File: config.mk
export PLATFORM = sky130hd
export DESIGN_NAME = regfile_wb_scheduler
export DESIGN_NICKNAME = d
export VERILOG_FILES = /design/src/rtl/regfile_wb_scheduler.sv
export SDC_FILE = /design/constraint.sdc
export NUM_CORES = 1
export LEC_CHECK = 0
export CAP_MARGIN = 5
export CORE_MARGIN = 2
export CORE_UTILIZATION = 49
export CTS_BUF_LIST = sky130_fd_sc_hd__clkbuf_8
export CTS_CLUSTER_SIZE = 40
export DETAILED_ROUTE_END_ITERATION = 6
export HOLD_SLACK_MARGIN = 0.1
export PLACE_DENSITY_LB_ADDON = 0.08
export SLEW_MARGIN = 30
export SYNTH_ARGS = -nofsm -noshare
export SYNTH_HDL_FRONTEND = slang
export SYNTH_SLANG_ARGS = --single-unit
File: constraint.sdc
create_clock -name clk -period 6.87 [get_ports clk]
set_input_delay 0.687 -clock clk [delete_from_list [all_inputs] [get_ports clk]]
set_output_delay 0.687 -clock clk [all_outputs]
set_load 0.005 [all_outputs]
File: src/rtl/regfile_wb_scheduler.sv
// Register-file writeback scheduler: round-robin arbitration between ALU and memory writeback,
// a registered write port, and a busy scoreboard for hazard checks at issue.
module regfile_wb_scheduler #(
    parameter int unsigned DATA_W   = 64,
    parameter int unsigned ADDR_W   = 5,
    parameter int unsigned ZERO_REG = 31
) (
    input  logic              clk,
    input  logic              rst_n,
    input  logic              resv_valid,
    input  logic [ADDR_W-1:0] resv_rd,
    output logic              resv_ready,
    input  logic [ADDR_W-1:0] query_a,
    input  logic [ADDR_W-1:0] query_b,
    output logic              busy_a,
    output logic              busy_b,
    input  logic              req0_valid,
    input  logic [ADDR_W-1:0] req0_rd,
    input  logic [DATA_W-1:0] req0_data,
    output logic              req0_ready,
    input  logic              req1_valid,
    input  logic [ADDR_W-1:0] req1_rd,
    input  logic [DATA_W-1:0] req1_data,
    output logic              req1_ready,
    output logic              reg_wr,
    output logic [ADDR_W-1:0] rw,
    output logic [DATA_W-1:0] bus_w,
    output logic              wb_orphan
);

    localparam int unsigned       NumRegs = 1 << ADDR_W;
    localparam logic [ADDR_W-1:0] ZeroIdx = ADDR_W'(ZERO_REG);

    logic [NumRegs-1:0] busy_q, busy_d;
    logic               rr_q, rr_d;  // 0: req0 wins a tie, 1: req1 wins a tie
    logic               reg_wr_q, reg_wr_d;
    logic [ADDR_W-1:0]  rw_q, rw_d;
    logic [DATA_W-1:0]  bus_w_q, bus_w_d;
    logic               orphan_q, orphan_d;

    logic               grant0, grant1;
    logic [ADDR_W-1:0]  win_rd;
    logic [DATA_W-1:0]  win_data;
    logic               win_live;
    logic               resv_take;

    always_comb begin
        grant0   = rst_n & req0_valid & (~req1_valid | ~rr_q);
        grant1   = rst_n & req1_valid & (~req0_valid | rr_q);
        win_rd   = grant1 ? req1_rd : req0_rd;
        win_data = grant1 ? req1_data : req0_data;
        // ZERO_REG writebacks are acknowledged but never reach the write port
        win_live = (grant0 | grant1) & (win_rd != ZeroIdx);
    end

    always_comb begin
        resv_ready = (resv_rd == ZeroIdx) | ~busy_q[resv_rd];
        resv_take  = resv_valid & resv_ready & (resv_rd != ZeroIdx);
        busy_a     = (query_a != ZeroIdx) & busy_q[query_a];
        busy_b     = (query_b != ZeroIdx) & busy_q[query_b];
        req0_ready = grant0;
        req1_ready = grant1;
        reg_wr     = reg_wr_q;
        rw         = rw_q;
        bus_w      = bus_w_q;
        wb_orphan  = orphan_q;
    end

    always_comb begin
        busy_d = busy_q;
        // Clear only after the negedge commit of the staged write has happened
        if (reg_wr_q) begin
            busy_d[rw_q] = 1'b0;
        end
        if (resv_take) begin
            busy_d[resv_rd] = 1'b1;
        end

        rr_d = rr_q;
        if (grant0) begin
            rr_d = 1'b1;
        end else if (grant1) begin
            rr_d = 1'b0;
        end

        reg_wr_d = win_live;
        rw_d     = win_live ? win_rd : rw_q;
        bus_w_d  = win_live ? win_data : bus_w_q;
        orphan_d = orphan_q | (win_live & ~busy_q[win_rd]);
    end

    always_ff @(posedge clk or negedge rst_n) begin
        if (!rst_n) begin
            busy_q   <= '0;
            rr_q     <= 1'b0;
            reg_wr_q <= 1'b0;
            rw_q     <= '0;
            bus_w_q  <= '0;
            orphan_q <= 1'b0;
        end else begin
            busy_q   <= busy_d;
            rr_q     <= rr_d;
            reg_wr_q <= reg_wr_d;
            rw_q     <= rw_d;
            bus_w_q  <= bus_w_d;
            orphan_q <= orphan_d;
        end
    end

endmodule

==> impl_metrics.json <==
{
  "r2r_cells": 6,
  "drv_slew": 0,
  "crit_start": "resv_rd[0]",
  "rows": 40,
  "synth.avg_cell_area_sq_um": 10.7,
  "outcome": "finished clean",
  "grt_pass1_vias": 5546,
  "ys_warn_count": 0,
  "layout-drive-gt1-share_pct": 9.83,
  "fin_skew_ns": 0.0102,
  "tns_ns": 0,
  "cap_violations": 0,
  "grt_max_degree": 107,
  "cp_max_fo": 14,
  "start_util_pct": 49.6,
  "cts_made_buffers": 9,
  "synth.top_cells.by_count": "o21ai_0, dfrtp_1, nand2_1",
  "p_leak_nw": 3.27,
  "hold_violations": 0,
  "required_ns": 6.18,
  "wl_mm": 18.9,
  "ys_seq_area_share_pct": 44.2,
  "setup_viol": 0,
  "fin_crit_sh_pct": 59.8,
  "synth_most_common_cell": "o21ai_0",
  "drc": 0,
  "insertion_delay_ns": 0.37,
  "diodes": 0,
  "r2r-end": "bus_w[29]",
  "yosys.area.top_type": "dfrtp_1",
  "grtUsageTotal_pct": 29.9,
  "die_x_um": 114,
  "synthArstFlopShare_pct": 100,
  "via_count": 5424,
  "clockBufferDepth": 2,
  "critPathKind": "in -> out",
  "yosys_register_bits": 104,
  "rsz0062_at_grt": "no",
  "die_h_um": 114,
  "cp-start-kind": "input port",
  "fmax_ghz": 0.243,
  "synth_edf_count": 0,
  "htree_levels": 3,
  "cp-endpoint": "resv_ready",
  "postCtsSetupBuffers": 0,
  "hpwlAfterDp_mm": 14.5,
  "core_area_sq_um": 11900,
  "clkTransAtPathRegs_ns": 0.10,
  "dp.cells": 894,
  "grt_pass1_wl_mm": 29.6,
  "cts-root-buf": "clkbuf_8",
  "cp-end-kind": "output pin",
  "finish.utilization_pct": 71.8,
  "cp.arrival_ns": 3.42,
  "gp_congestion": 0.994,
  "viasPerCell": 5.96,
  "drtAntennaViolNets": 0,
  "wl_per_cell_um": 20.7,
  "synth_area_leaders": "dfrtp_1, mux4_2, mux2i_1",
  "nets": 916,
  "hold_path.class": "in -> async",
  "first_pass_iters": 5,
  "worstReg2RegStart": "rr_q",
  "pre_cts_ws_ns": 2.76,
  "netlist_area_sq_um": 5880,
  "r2r_setup_slack_ns": 4.10,
  "cts_resized": 0,
  "ys.flop_type": "dfrtp_1",
  "instances_no_fill": 910,
  "setup_ws_ns": 2.76,
  "whs_ns": 0.342,
  "grt.overflow.total": 0,
  "area_growth_syn_to_layout_pct": 44.8,
  "drt_iter0_markers": 455,
  "max_slew.worst_pin.slew_ns": 0.852,
  "peakVddDrop_mv": 0.168,
  "synthDominantCellAreaShare_pct": 44.2,
  "synth_fp_nets": 708,
  "slew_headroom_pct": 43.2,
  "syn_inst": 550,
  "placement.io_buffers": 233,
  "cts_tree": "yes",
  "ctsHoldBuffers": 0,
  "io_pins": 234,
  "dieArea_sq_um": 12900,
  "cts.sinks": 104,
  "cellPowerDensity_nw_per_um2": 256,
  "period_needed_ns": 4.11,
  "ys_types": 41,
  "antenna_found_initial": 0
}
cell families (layout without fill, tap and decap cells):
| family | Yosys count | count (layout) | synth area share, % |
|---|---|---|---|
| mux | 116 | 116 | 27.1 |
| compound gates | 156 | 156 | 15.1 |
| simple gates | 130 | 130 | 10.6 |
| flops | 104 | 104 | 44.2 |
| buf+inv | 44 | 257 | 3.00 |
placed cells by master, fill, tap and decap left out, types with 3 or more instances in the layout:
master,instances
a2111oi_0,8
and3_1,10
buf_4,3
clkbuf_8,12
clkdlybuf4s50_1,232
dfrtp_1,104
inv_1,5
mux2_2,6
mux2i_1,76
mux4_2,34
nand2_1,78
nand3_1,7
nand3b_1,9
nor2_1,5
nor2b_1,4
o21ai_0,122
o21ai_2,8
or3b_2,4
power breakdown:
group          switching, mW  internal [mW]  leakage, nW
Clock                  0.208          0.236        0.123
Combinational          0.276          0.465         1.92
Sequential             0.236          0.757         1.23
Total                  0.720           1.46         3.27
critical path, stage by stage:
cell             delay [ns]
clkdlybuf4s50_1        0.91
mux4_2                 0.58
a32o_1                 0.28
nor4_2                 0.29
nand2_1                0.11
nand2_1                0.07
clkdlybuf4s50_1        0.49
per-stage QoR:
step	power (mW)	area (sq um)
floorplan	1.29	5880
global placement	1.69	8280
detailed placement	1.73	8280
CTS	2.17	8520
global route	2.29	8520
finish	2.18	8520
sequential cells by signal (all words and copies together) (netlist names):
name	cells
bus_w	64
busy_q	32
reg_wr	1
rr_q	1
rw	5
wb_orphan	1
cell type report:
class	instances	area, sq um
inverter	5	18.8
fill	898	3340
sequential	104	2600
multi-input combinational	402	3120
tap	147	184
clock inverter	4	73.8
timing repair buffer	236	2360
clock buffer	12	165
per-layer routing:
metal	vias to the layer above	part of all wire (%)	track usage, %
li1	2463	-	-
met1	2582	36	35.1
met2	318	49	49.6
met3	61	11	11.3
met4	0	4.3	12.7
met5	-	0	0
how the worst min path moves through the flow:
| stage | startpoint | depth (start not counted) | slack, ns | to |
|---|---|---|---|---|
| floorplan | rst_n | 0 | 0.39 | bus_w[0] |
| global placement | bus_w[15] | 2 | 0.46 | bus_w[15] |
| detailed placement | bus_w[3] | 2 | 0.47 | bus_w[3] |
| CTS | rst_n | 1 | 0.36 | rr_q |
| global route | rst_n | 1 | 0.39 | rr_q |
| finish | rst_n | 1 | 0.34 | rr_q |
No activity file was read; power rests on OpenSTA's default activity.
